--- src/rtl/vga_rx.sv ---
// vga_rx: VGA sink. Registers the raw RGB/hsync/vsync pins, rebuilds the
// horizontal/vertical counters from the sync leading edges, checks line and
// frame timing, locks after one clean frame and emits coordinate-tagged
// pixels while locked.
// Optional frame checksum: define VGA_RX_FRAME_CRC_EN to build a CRC-16-CCITT
// over every emitted pixel of a frame; otherwise frame_crc is tied to 0.
module vga_rx #(
    parameter int R               = 4,
    parameter int G               = 4,
    parameter int B               = 4,
    parameter int H_VISIBLE       = 640,
    parameter int H_FRONT         = 16,
    parameter int H_SYNC          = 96,
    parameter int H_BACK          = 48,
    parameter int V_VISIBLE       = 480,
    parameter int V_FRONT         = 10,
    parameter int V_SYNC          = 2,
    parameter int V_BACK          = 33,
    parameter int SYNC_ACTIVE_LOW = 1
) (
    input  logic             clk,
    input  logic             rst,
    input  logic [R-1:0]     vga_red,
    input  logic [G-1:0]     vga_green,
    input  logic [B-1:0]     vga_blue,
    input  logic             vga_hsync,
    input  logic             vga_vsync,
    output logic             pix_valid,
    output logic [10:0]      pix_x,
    output logic [9:0]       pix_y,
    output logic [R+G+B-1:0] pix_data,
    output logic             frame_start,
    output logic             frame_done,
    output logic             locked,
    output logic             sync_err,
    output logic [7:0]       err_count,
    output logic [15:0]      frame_crc
);
    localparam int DW      = R + G + B;
    localparam int H_TOTAL = H_VISIBLE + H_FRONT + H_SYNC + H_BACK;
    localparam int V_TOTAL = V_VISIBLE + V_FRONT + V_SYNC + V_BACK;

    localparam logic [10:0] H_TOT   = 11'(H_TOTAL);
    localparam logic [10:0] H_LAST  = 11'(H_TOTAL - 1);
    localparam logic [10:0] H_START = 11'(H_SYNC + H_BACK);
    localparam logic [10:0] H_END   = 11'(H_SYNC + H_BACK + H_VISIBLE);
    localparam logic [9:0]  V_START = 10'(V_SYNC + V_BACK);
    localparam logic [9:0]  V_END   = 10'(V_SYNC + V_BACK + V_VISIBLE);
    localparam logic [10:0] V_TOT   = 11'(V_TOTAL);
    localparam logic [10:0] X_LAST  = 11'(H_VISIBLE - 1);
    localparam logic [9:0]  Y_LAST  = 10'(V_VISIBLE - 1);

    typedef enum logic [1:0] {
        UNLOCKED = 2'd0,
        ALIGN    = 2'd1,
        LOCKED   = 2'd2
    } state_t;

    state_t         state;
    logic           clean;      // no error seen since the current ALIGN frame began

    // input stage, syncs normalised to active-high
    logic [DW-1:0]  data_r;
    logic           hs_r, vs_r;
    logic           hs_d, vs_d;

    // counters hold the position of the previous input-stage sample
    logic [10:0]    hcnt;
    logic [9:0]     vcnt;

    logic           hs_edge, vs_edge;
    logic [10:0]    hcnt_n;
    logic [9:0]     vcnt_n;
    logic           line_err, frame_err, err;
    logic           lock_n;
    logic           vis;
    logic [10:0]    x_n;
    logic [9:0]     y_n;
    logic           emit;
    logic           done_n;

    // Register every pin once; the previous sync sample gives edge detection.
    always_ff @(posedge clk) begin
        if (rst) begin
            data_r <= '0;
            hs_r   <= 1'b0;
            vs_r   <= 1'b0;
            hs_d   <= 1'b0;
            vs_d   <= 1'b0;
        end else begin
            data_r <= {vga_red, vga_green, vga_blue};
            hs_r   <= (SYNC_ACTIVE_LOW != 0) ? ~vga_hsync : vga_hsync;
            vs_r   <= (SYNC_ACTIVE_LOW != 0) ? ~vga_vsync : vga_vsync;
            hs_d   <= hs_r;
            vs_d   <= vs_r;
        end
    end

    // Position of the sample now in the input stage, timing errors and the
    // decision whether the block is locked after this cycle.
    always_comb begin
        hs_edge = hs_r & ~hs_d;
        vs_edge = vs_r & ~vs_d;

        if (hs_edge)
            hcnt_n = '0;
        else if (hcnt == H_TOT)
            hcnt_n = H_TOT;
        else
            hcnt_n = hcnt + 11'd1;

        // vsync edge wins over a coincident hsync edge
        if (vs_edge)
            vcnt_n = '0;
        else if (hs_edge)
            vcnt_n = vcnt + 10'd1;
        else
            vcnt_n = vcnt;

        // bad line length at an hsync edge, or the count running into
        // H_TOTAL because the hsync never came
        line_err  = hs_edge ? (hcnt != H_LAST) : (hcnt == H_LAST);
        // vcnt counts the hsync edges since the last vsync edge, excluding
        // the one arriving together with this vsync edge
        frame_err = vs_edge && (({1'b0, vcnt} + 11'(hs_edge)) != V_TOT);
        err       = line_err | frame_err;

        lock_n = ((state == LOCKED) && !err) ||
                 ((state == ALIGN) && vs_edge && clean && !err);

        vis = (hcnt_n >= H_START) && (hcnt_n < H_END) &&
              (vcnt_n >= V_START) && (vcnt_n < V_END);
        x_n = hcnt_n - H_START;
        y_n = vcnt_n - V_START;

        emit   = lock_n && vis;
        done_n = lock_n && pix_valid && (pix_x == X_LAST) && (pix_y == Y_LAST);
    end

    // Counters, lock FSM and all registered outputs.
    always_ff @(posedge clk) begin
        if (rst) begin
            hcnt        <= '0;
            vcnt        <= '0;
            state       <= UNLOCKED;
            clean       <= 1'b0;
            locked      <= 1'b0;
            sync_err    <= 1'b0;
            err_count   <= '0;
            pix_valid   <= 1'b0;
            pix_x       <= '0;
            pix_y       <= '0;
            pix_data    <= '0;
            frame_start <= 1'b0;
            frame_done  <= 1'b0;
        end else begin
            hcnt <= hcnt_n;
            vcnt <= vcnt_n;

            case (state)
                // errors are ignored until the first frame boundary is seen
                UNLOCKED: begin
                    if (vs_edge) begin
                        state <= ALIGN;
                        clean <= 1'b1;
                    end
                end
                // a new attempt starts at every vsync edge; errors at that
                // edge belong to the frame that just ended
                ALIGN: begin
                    if (vs_edge && clean && !err)
                        state <= LOCKED;
                    if (vs_edge)
                        clean <= 1'b1;
                    else if (err)
                        clean <= 1'b0;
                end
                // losing lock mid-frame needs a full frame from the next
                // vsync edge; losing it at a vsync edge can use the frame
                // that starts right there
                LOCKED: begin
                    if (err) begin
                        state <= ALIGN;
                        clean <= vs_edge;
                    end
                end
                default: begin
                    state <= UNLOCKED;
                    clean <= 1'b0;
                end
            endcase

            locked   <= lock_n;
            sync_err <= (state == LOCKED) && err;
            if ((state == LOCKED) && err && (err_count != 8'hFF))
                err_count <= err_count + 8'd1;

            pix_valid <= emit;
            if (emit) begin
                pix_x    <= x_n;
                pix_y    <= y_n;
                pix_data <= data_r;
            end
            frame_start <= emit && (x_n == '0) && (y_n == '0);
            frame_done  <= done_n;
        end
    end

`ifdef VGA_RX_FRAME_CRC_EN
    // CRC-16-CCITT, polynomial 0x1021, one pixel word per call, MSB first
    function automatic logic [15:0] crc_step(input logic [15:0] c, input logic [DW-1:0] d);
        logic [15:0] r;
        r = c;
        for (int i = DW - 1; i >= 0; i--) begin
            if (r[15] ^ d[i])
                r = {r[14:0], 1'b0} ^ 16'h1021;
            else
                r = {r[14:0], 1'b0};
        end
        return r;
    endfunction

    logic [15:0] crc_run;

    // Running CRC restarts at pixel (0,0); only a completed frame publishes it.
    always_ff @(posedge clk) begin
        if (rst) begin
            crc_run   <= '0;
            frame_crc <= '0;
        end else begin
            if (emit)
                crc_run <= crc_step(((x_n == '0) && (y_n == '0)) ? 16'hFFFF : crc_run, data_r);
            if (done_n)
                frame_crc <= crc_run;
        end
    end
`else
    assign frame_crc = '0;
`endif

endmodule

--- config.mk ---
export PLATFORM = sky130hd
export DESIGN_NAME = vga_rx
export DESIGN_NICKNAME = d
export VERILOG_FILES = /design/src/rtl/vga_rx.sv
export SDC_FILE = /design/constraint.sdc
export NUM_CORES = 1
export LEC_CHECK = 0
export BUFFER_PORTS_ARGS = -buffer_cell sky130_fd_sc_hd__buf_2
export CAP_MARGIN = 5
export CORE_ASPECT_RATIO = 0.8
export CORE_UTILIZATION = 30
export DETAILED_ROUTE_END_ITERATION = 12
export SETUP_SLACK_MARGIN = 0.5
export SLEW_MARGIN = 20
export SYNTH_ARGS = -nofsm -noshare
export SYNTH_HDL_FRONTEND = slang
export SYNTH_SLANG_ARGS = --single-unit
--- constraint.sdc ---
create_clock -name clk -period 5.4 [get_ports clk]
set_clock_uncertainty 0.05 [all_clocks]
set_input_delay 1.08 -clock clk [delete_from_list [all_inputs] [get_ports clk]]
set_output_delay 1.08 -clock clk [all_outputs]
set_load 0.05 [all_outputs]
After elaboration in Yosys (flattened, before gate mapping)
Index checks and enable logic that the tools add are counted.
W data, S select, Z words.
Word-level totals
  flip-flop bits (word level): 86
  input port bits: 16
  output and inout port bits: 62
  word-level logic and storage cells: 87
Cells by class
  add/subtract/negate cells: 6
  $lt $le $gt $ge: 4
  equal/unequal tests: 13
  mux-type cells: 14
  bitwise logic cells: 7
  reduce and logical (&&, ||, !) cells: 25
Operator list (number)
  $eq A11 B10 Y1 const B: 3
  $mux W11: 2
  $ne A11 B10 Y1 const B: 2
  $mux W10: 2
  $logic_and A1 B1 Y1: 18
  $add A10 B1 Y11: 1
  $add A11 B1 Y11 const B: 1
  $ge A11 B8 Y1 const B: 1
  $logic_not A11 Y1: 1
  $lt A11 B10 Y1 const B: 1
  $sub A11 B8 Y11 const B: 1
  $add A10 B1 Y10 const B: 1
  $eq A10 B9 Y1 const B: 1
  $ge A10 B6 Y1 const B: 1
  $logic_not A10 Y1: 1
  $lt A10 B10 Y1 const B: 1
  $sub A10 B6 Y10 const B: 1
  $add A8 B1 Y8 const B: 1
  $ne A8 B8 Y1 const B: 1
  $mux W2: 3
  $pmux W2 S3: 1
  $reduce_and A3 Y1: 2
  $mux W1: 5
  $ne A2 B2 Y1 const B: 2
  11 further kinds: 15

Longest topological paths before layout
Gate-level depths: netlist of the first run.
  word-level depth: 12
  mapped depth: 15
  gate-level depth less buffers: 12

Least setup slack after synthesis of the first run
OpenSTA, ideal clock, no wires.
  path type: reg2reg
  start point: register hs_d
  end point: register pix_x[0]
  setup time: 0.121 ns
  arrival: 3.290 ns
  data required time: 5.229 ns
  setup slack: 1.939 ns
  cell stages (with the launch flop): 13
  buffers on the path: 2
  clock period less this slack: 3.461 ns
  path through: dfxtp_1 > nand2b_1 > clkbuf_1 > clkinv_1 > ha_1 > ha_1 > nor4_1 > a31oi_1 > or3_4 > a2111oi_4 > o211ai_4 > buf_6 > mux2_4
Between the ends
  cells in the longest elaborated chain, start to end: 10
  elaborated cells between the ends (all ways): 23
  those cells by class: add/sub (2); order compare (4); eq/ne (1); mux (4); bitwise (3); reduce/logical (9)
Ends and longest elaborated chain
  start: declaration: line 65  | logic hs_d, vs_d;
  start signal: assignment: line 94  | hs_d <= hs_r;
  $not A1 Y1 *: line 102  | hs_edge = hs_r & ~hs_d;
  $and A1 B1 Y1 *: line 102
  $add A10 B1 Y11: line 125  | frame_err = vs_edge && (({1'b0, vcnt} + 11'(hs_edge)) != V_TOT);
  $ne A11 B10 Y1: line 125
  $logic_and A1 B1 Y1: line 125
  $or A1 B1 Y1: line 126  | err = line_err | frame_err;
  $logic_not A1 Y1: line 128, 129
  $logic_and A1 B1 Y1, on equally long branches: line 128, 129
  $logic_or A1 B1 Y1: line 128  | lock_n = ((state == LOCKED) && !err) ||
  $logic_and A1 B1 Y1: line 136  | emit = lock_n && vis;
  end signal: assignment: line 200  | pix_x <= x_n;
  end: declaration: line 29  | output logic [10:0] pix_x,
Mark *: on every way between the ends. The rest lies on a longest branch, timed or not.
A chain may end at the register's enable or synchronous reset.

Final worst setup path of the first run
  start point: register hs_d
  end point: register pix_data[1]
Between the ends
  cells in the longest elaborated chain, start to end: 10
  elaborated cells between the ends (all ways): 22
  those cells by class: add/sub (1); order compare (4); eq/ne (1); mux (4); bitwise (3); reduce/logical (9)
Ends and longest elaborated chain
  $not A1 Y1 *: line 102
  $and A1 B1 Y1 *: line 102
  $add A10 B1 Y11: line 125
  $ne A11 B10 Y1: line 125
  $logic_and A1 B1 Y1: line 125
  $or A1 B1 Y1: line 126
  $logic_not A1 Y1: line 128, 129
  $logic_and A1 B1 Y1, on equally long branches: line 128, 129
  $logic_or A1 B1 Y1: line 128
  $logic_and A1 B1 Y1 *: line 136
  end signal: assignment: line 202  | pix_data <= data_r;
  end: declaration: line 31  | output logic [R+G+B-1:0] pix_data,
Marked as above.

==> out/results.ini, run 1 <==
[global_route]
grt_use_total_pct = 13.83
grt_max_degree = 57
antenna_found_initial = 0
grt_pass1_vias = 3553
grt_overflow = 0
grt_pass1_wl_um = 17620

[finish]
num_antenna_cells = 0
syn2layout_area_growth_pct = 13.24
nFillCells = 1505
layout-drive-gt1-share_pct = 16.29
finalInstanceArea_sq_um = 5201
layout.nets = 602

[setup_path]
cpMaxStageDelayCell = o211a_1
path_class = reg -> reg
crit_arrival_ps = 4470
worst_r2r_path_depth = 10
cp-end-kind = flip-flop
ff2ff_setup_slack_ps = 1140
cp_max_fo = 19
slowest_delay_ps = 880
cp-startpoint = hs_d$_SDFF_PP0_
path_common_cell = ha_1
cp_cell_sequence = nand2b_1 > clkinv_1 > ha_1 > ha_1 > nor4_1 > a31oi_1 > or3_4 > a2111oi_4 > o211a_1 > mux2i_1
timing.rr.end = pix_data[1]$_SDFFE_PP0P_
endpoint = pix_data[1]$_SDFFE_PP0P_
start_kind = flip-flop
required_ps = 5600
reg2reg_from = hs_d$_SDFF_PP0_

[routing]
drcViolationCount = 0
vias = 3857
postRouteAntennaNets = 0
first_pass_iters = 5
via_per_inst = 5.035
drt_iter0_drc = 244
routedWlPerCell_um = 14.06
routed_wirelength_um = 10770

[timing]
fmax_ghz = 0.2345
finalSetupTns_ps = 0
setup_violations = 0
finalCritPeriodShare_pct = 78.97
timing.slew.headroom_pct = 29.62
rsz0062_at_grt = false
fin_crit_ps = 4264
maxSlewViolCount = 0
tightest_slew_ps = 1047
hold_viol = 0

[outcome]
outcome = complete, no violations

[logic_synthesis]
ys_ff_latch = 86
yosys-top-cells-area = dfxtp_1, mux2i_1, nand2_1
synth_edf_count = 0
synthCells = 530
avgSynthCellArea_sq_um = 8.666
synth_cell_types = 66
synth_largest_area_cell = dfxtp_1
async_flop_share_pct = 0
synth_ff_type = dfxtp_1
yosysSeqAreaShare_pct = 37.48
synth.top_cell.area_share_pct = 37.48
synth_area_sq_um = 4593
yosysWarnings = 0

[die]
die_area_sq_um = 15810
coreArea_sq_um = 14960
dieHeight_um = 112.7
dieWidth_um = 140.3
initial_core_util_pct = 30.69
std_cell_rows = 40
ios = 78

[clocking]
cts_max_level = 3
clock-sinks = 86
cts-buffers-inserted = 9
cts.repair.resized = 0
postCtsHoldBufs = 0
clk_pin_slew_ps = 60
post-cts-setup-buffers = 0
cts_root_buf = clkbuf_16
clk_path_buf_depth = 2
worstSkewPairLatency_ps = 340
cts_tree = yes

[power_and_ir_drop]
powerDensity_nw_per_um2 = 258.3
p_leak_nw = 2.163
ir_worst_vdd_mv = 0.1317

[placement]
dp_hpwl_um = 7922
io_buffers = 61
place.gp.congestion = 0.8406
placed_area_sq_um = 4917

[worst_hold_path]
hold_path.class = reg -> reg

[job]
cap_violations = 0

==> per-layer routing <==
metal / up-vias / track usage [%] / wire length [um]
li1: 1919 / - / -
met1: 1829 / 18.64 / 5292
met2: 99 / 21.83 / 4825
met3: 10 / 3.712 / 572
met4: 0 / 3.443 / 82
met5: - / 0 / 0
==> sequential cells by signal (all words and copies together) (netlist names), 2 cells and up <==
register,cells
state,2
vcnt,10
hcnt,11
pix_data,12
data_r,12
pix_y,10
pix_x,11
err_count,8
==> critical path, delay by kind of cell, from the launching register on <==
kind            cells  cell delay, ps
compound gates      3            1680
simple gates        3             960
fa+ha+maj           2             560
flops               1             360
buf+inv             1             320
mux                 1             260
==> metrics by stage <==
step	total power, mW	cells	worst slack, ps	hold slack [ps]	utilization (%)
floorplan	0.7623	545	1939	373.6	-
global placement	0.7729	750	1326	374.9	32.86
detailed placement	0.7779	750	1152	386.9	32.86
CTS	1.358	766	1135	392.9	34.76
global route	1.400	766	776.5	414.4	34.76
finish	1.343	766	1136	389.8	34.76
==> Yosys cell counts (4+ instances only) <==
| master | n |
|---|---|
| buf_4 | 18 |
| and3_1 | 5 |
| xor2_1 | 7 |
| o21ai_0 | 15 |
| nor2_1 | 47 |
| nor3_1 | 22 |
| mux2_2 | 4 |
| nand3_1 | 10 |
| a21oi_1 | 11 |
| buf_1 | 5 |
| ha_1 | 14 |
| o211a_1 | 7 |
| nand2_1 | 63 |
| nand2b_1 | 4 |
| nor3b_1 | 5 |
| or3_1 | 4 |
| nor4_1 | 10 |
| inv_1 | 16 |
| o211ai_1 | 4 |
| clkbuf_1 | 15 |
| o31ai_1 | 5 |
| nand4b_1 | 5 |
| a31oi_1 | 7 |
| o2111ai_1 | 4 |
| dfxtp_1 | 86 |
| buf_2 | 5 |
| nor2b_1 | 21 |
| mux2i_1 | 30 |
| xnor2_1 | 17 |
| nand4_1 | 7 |
| or4_1 | 4 |
==> layout make-up <==
class	count	area, sq um	area share, %
flip-flops and latches	86	1722	33.10
clock buffers	10	239.0	4.595
well taps	189	236.5	4.547
repair buffers	63	320.3	6.158
multi-input cells	395	2575	49.51
clock inverters	6	45.04	0.8660
inverters	17	63.81	1.227
==> report_power, final <==
part,internal (mW),switching (mW)
logic,0.0305,0.0775
clock network,0.326,0.253
registers,0.646,0.00976
==> cell families after synthesis <==
family	after synthesis	share of synthesized area, %
flops	86	37.48
xor+xnor	24	4.576
other cells	1	0.08164
buf+inv	64	7.682
mux	35	7.845
fa+ha+maj	14	3.814
compound gates	79	12.72
simple gates	227	25.80
==> worst min path at each step <==
| stage | startpoint | endpoint | depth (start not counted) |
|---|---|---|---|
| 2_1_floorplan | data_r[0]$_SDFF_PP0_ | pix_data[0]$_SDFFE_PP0P_ | 2 |
| 3_3_place_gp | data_r[7]$_SDFF_PP0_ | pix_data[7]$_SDFFE_PP0P_ | 2 |
| 3_5_place_dp | data_r[7]$_SDFF_PP0_ | pix_data[7]$_SDFFE_PP0P_ | 2 |
| 4_1_cts | data_r[6]$_SDFF_PP0_ | pix_data[6]$_SDFFE_PP0P_ | 2 |
| 5_1_grt | data_r[6]$_SDFF_PP0_ | pix_data[6]$_SDFFE_PP0P_ | 2 |
| 6_report | data_r[6]$_SDFF_PP0_ | pix_data[6]$_SDFFE_PP0P_ | 2 |
==> layout by cell type, fill, tap and decap left out, types with 4 or more instances in the layout <==
master     netlist  routed
dfxtp_1         86      86
nand2_1         63      63
o21ai_0         15      15
clkbuf_16        0       9
nand2b_1         4       4
a21oi_1         11      11
nor3b_1          5       5
conb_1           1      16
nand4_1          7       7
nand3_1         10      10
or4_1            4       4
xor2_1           7       7
nor2_1          47      47
mux2i_1         30      30
o211ai_1         4       4
nor3_1          22      22
nand4b_1         5       5
a31oi_1          7       7
inv_1           16      16
nor4_1          10      10
buf_2            5      61
or3_1            4       4
o2111ai_1        4       4
o31ai_1          5       5
nor2b_1         21      21
ha_1            14      14
xnor2_1         17      17
and3_1           5       5
mux2_2           4       4
o211a_1          7       7
Note: power is estimated with default switching activity, not from simulation.
==> run 2, diff against run 1 <==
==> constraint.sdc (replaced) <==
create_clock -name clk -period 3.6 [get_ports clk]
set_clock_uncertainty 0.05 [all_clocks]
set_input_delay 0.72 -clock clk [delete_from_list [all_inputs] [get_ports clk]]
set_output_delay 0.72 -clock clk [all_outputs]
set_load 0.05 [all_outputs]
==> run 2 against run 1 <==
Combinational power is 63% higher. Via count is 4.9% higher. Wire length rose by 6.6%. Clock power up 61%. Utilization increased by 2.5 points. Sequential cell count stayed put. Final cell count up 3.7%. Global-route usage grew 0.92 points. Total power up 56%. Maximum frequency rose by 43%. Critical path depth is 2 higher.
==> out/results.ini, run 2 (same netlist as run 1, synthesis figures left out) <==
[timing]
hold_viol = 0  ; unchanged
setup_violations = 0  ; unchanged
fin_crit_ps = 2992  ; was 4264 ps
timing.slew.headroom_pct = 49.74  ; was 29.62%
rsz0062_at_grt = false  ; unchanged
tightest_slew_ps = 744.1  ; was 1047 ps
finalCritPeriodShare_pct = 83.12  ; was 78.97%
finalSetupTns_ps = 0  ; unchanged
fmax_ghz = 0.3342  ; was 0.2345 GHz
maxSlewViolCount = 0  ; unchanged

[power_and_ir_drop]
clkPwrFrac_pct = 44.5  ; was 43.1%
power_mw = 2.095  ; was 1.343 mW
netSwitchingPower_uw = 529.7  ; was 340.0 uW
combPwrFrac_pct = 8.4  ; was 8.0%
ir_worst_vdd_mv = 0.2010  ; was 0.1317 mV
seqPwrFrac_pct = 47.1  ; was 48.8%
p_leak_nw = 2.319  ; was 2.163 nW
power.internal_mw = 1.565  ; was 1.003 mW
powerDensity_nw_per_um2 = 375.8  ; was 258.3 nW/um^2
p_sw_share_pct = 25.29  ; was 25.31%

[placement]
io_buffers = 61  ; unchanged
dp_hpwl_um = 8040  ; was 7922 um
place.gp.congestion = 0.8504  ; was 0.8406
dp.cells = 762  ; was 750

[die]
coreArea_sq_um = 14960  ; unchanged
dieWidth_um = 140.3  ; unchanged
dieHeight_um = 112.7  ; unchanged
die_area_sq_um = 15810  ; unchanged
std_cell_rows = 40  ; unchanged
ios = 78  ; unchanged
initial_core_util_pct = 30.69  ; unchanged

[outcome]
outcome = complete, no violations  ; unchanged

[routing]
vias = 4045  ; was 3857
postRouteAntennaNets = 0  ; unchanged
routedWlPerCell_um = 14.46  ; was 14.06 um
drt_iter0_drc = 245  ; was 244
via_per_inst = 5.094  ; was 5.035
routed_wirelength_um = 11480  ; was 10770 um
first_pass_iters = 5  ; unchanged
drcViolationCount = 0  ; unchanged

[setup_path]
cp-end-kind = flip-flop  ; unchanged
reg2reg_from = hs_r$_SDFF_PP0_  ; was hs_d$_SDFF_PP0_
critical-path-top-delay-family = simple AND/OR/NAND/NOR gates  ; was compound AO/OA/AOI/OAI gates
worst_r2r_path_depth = 12  ; was 10
endpoint = pix_y[0]$_SDFFE_PP0P_  ; was pix_data[1]$_SDFFE_PP0P_
path_buf_inv = 3  ; was 1
cp_cell_sequence = nand2b_4 > clkinv_2 > ha_1 > ha_4 > nor4_4 > a31oi_2 > or3_4 > a2111oi_4 > buf_4 > o211a_4 > bufbuf_16 > mux2i_1  ; was nand2b_1 > clkinv_1 > ha_1 > ha_1 > nor4_1 > a31oi_1 > or3_4 > a2111oi_4 > o211a_1 > mux2i_1
ff2ff_setup_slack_ps = 610  ; was 1140 ps
path_depth = 12  ; was 10
cpMaxStageDelayCell = dfxtp_1  ; was o211a_1
path_class = reg -> reg  ; unchanged
required_ps = 3820  ; was 5600 ps
start_kind = flip-flop  ; unchanged
cp-startpoint = hs_r$_SDFF_PP0_  ; was hs_d$_SDFF_PP0_
slowest_delay_ps = 440  ; was 880 ps
cp_max_fo = 9  ; was 19
crit_arrival_ps = 3210  ; was 4470 ps
timing.rr.end = pix_y[0]$_SDFFE_PP0P_  ; was pix_data[1]$_SDFFE_PP0P_

[global_route]
antenna_found_initial = 0  ; unchanged
grt_pass1_vias = 3643  ; was 3553
grt_overflow = 0  ; unchanged
grt_use_total_pct = 14.75  ; was 13.83%
grt_max_degree = 57  ; unchanged
grt_pass1_wl_um = 18620  ; was 17620 um

[clocking]
clock-sinks = 86  ; unchanged
clk_pin_slew_ps = 70  ; was 60 ps
cts_root_buf = clkbuf_16  ; unchanged
worstSkewPairLatency_ps = 340  ; about the same
cts_tree = yes  ; unchanged
cts-buffers-inserted = 9  ; unchanged
clk_path_buf_depth = 2  ; unchanged
cts_max_level = 3  ; unchanged

[finish]
final_common_cell = dfxtp_1  ; unchanged
fin_cells = 794  ; was 766
layout.nets = 631  ; was 602
final_cell_mix = dfxtp_1, nand2_1, buf_2  ; unchanged
num_antenna_cells = 0  ; unchanged
syn2layout_area_growth_pct = 21.36  ; was 13.24%
layout-drive-gt1-share_pct = 22.98  ; was 16.29%
nFillCells = 1515  ; was 1505
largestRegisters = data_r: 12 flops, pix_data: 12 flops  ; unchanged

[job]
cap_violations = 0  ; unchanged

[worst_hold_path]
whs_path_depth = 2  ; unchanged
hold_path.class = reg -> reg  ; unchanged
min_from = data_r[8]$_SDFF_PP0_  ; was data_r[6]$_SDFF_PP0_

run 2: metrics by stage:
stage          worst slack [ps]  hold slack (ps)  utilization (%)  instance area, sq um
2_1_floorplan             501.5            373.6                -                  4657
3_3_place_gp              477.8            374.5            33.59                  5026
3_5_place_dp              341.0            385.9            33.59                  5026
4_1_cts                   516.0            399.6            36.32                  5435
5_1_grt                   511.3            416.5            37.25                  5574
6_report                  607.7            392.5            37.25                  5574
run 2: area by class of cell:
class                      instances  area (sq um)  share of cell area (%)
inverter                          17         65.06                   1.167
clock buffer                      11         232.7                   4.175
tap                              189         236.5                   4.242
timing repair buffer              92         588.1                   10.55
clock inverter                     4         56.30                   1.010
sequential                        86          1728                   31.00
multi-input combinational        395          2668                   47.86
run 2: layer usage:
layer  vias up  global-route usage (%)  share of wire, %
met5         -                       0                 0
met3         7                   4.181               6.8
li1       1972                       -                 -
met4         0                   3.370              0.70
met1      1927                   19.71                47
met2       139                   23.50                46
run 2: power by group through the flow:
stage	clock network [mW]	logic (mW)	registers (mW)
global placement	0	0.160	1.00
finish	0.933	0.176	0.986
detailed placement	0	0.164	1.00
floorplan	0	0.143	1.00
global route	0.988	0.194	0.988
CTS	0.956	0.169	0.984
run 2: worst min path at each step:
stage	endpoint	slack (ps)
2_1_floorplan	pix_data[0]$_SDFFE_PP0P_	370
3_3_place_gp	pix_data[3]$_SDFFE_PP0P_	370
3_5_place_dp	pix_data[6]$_SDFFE_PP0P_	390
4_1_cts	pix_data[8]$_SDFFE_PP0P_	400
5_1_grt	pix_data[5]$_SDFFE_PP0P_	420
6_report	pix_data[8]$_SDFFE_PP0P_	390
run 2: timing repair:
| item | in CTS | in global routing |
|---|---|---|
| gates resized for setup | 4 | 16 |
| setup buffers | 8 | 8 |
| gates cloned | 1 | 0 |
| pin swaps | 3 | 6 |
| hold buffers | 0 | 0 |
| setup endpoints to repair | 34 | 34 |
run 2: worst reg2reg max path: cells and delay by family (launching register included):
family	cells	cell delay (ps)
AOI/OAI and AO/OA	3	600
adders and majority gates	2	410
buffers and inverters	3	530
DFF	1	440
muxes	1	170
and+or+nand+nor	3	720
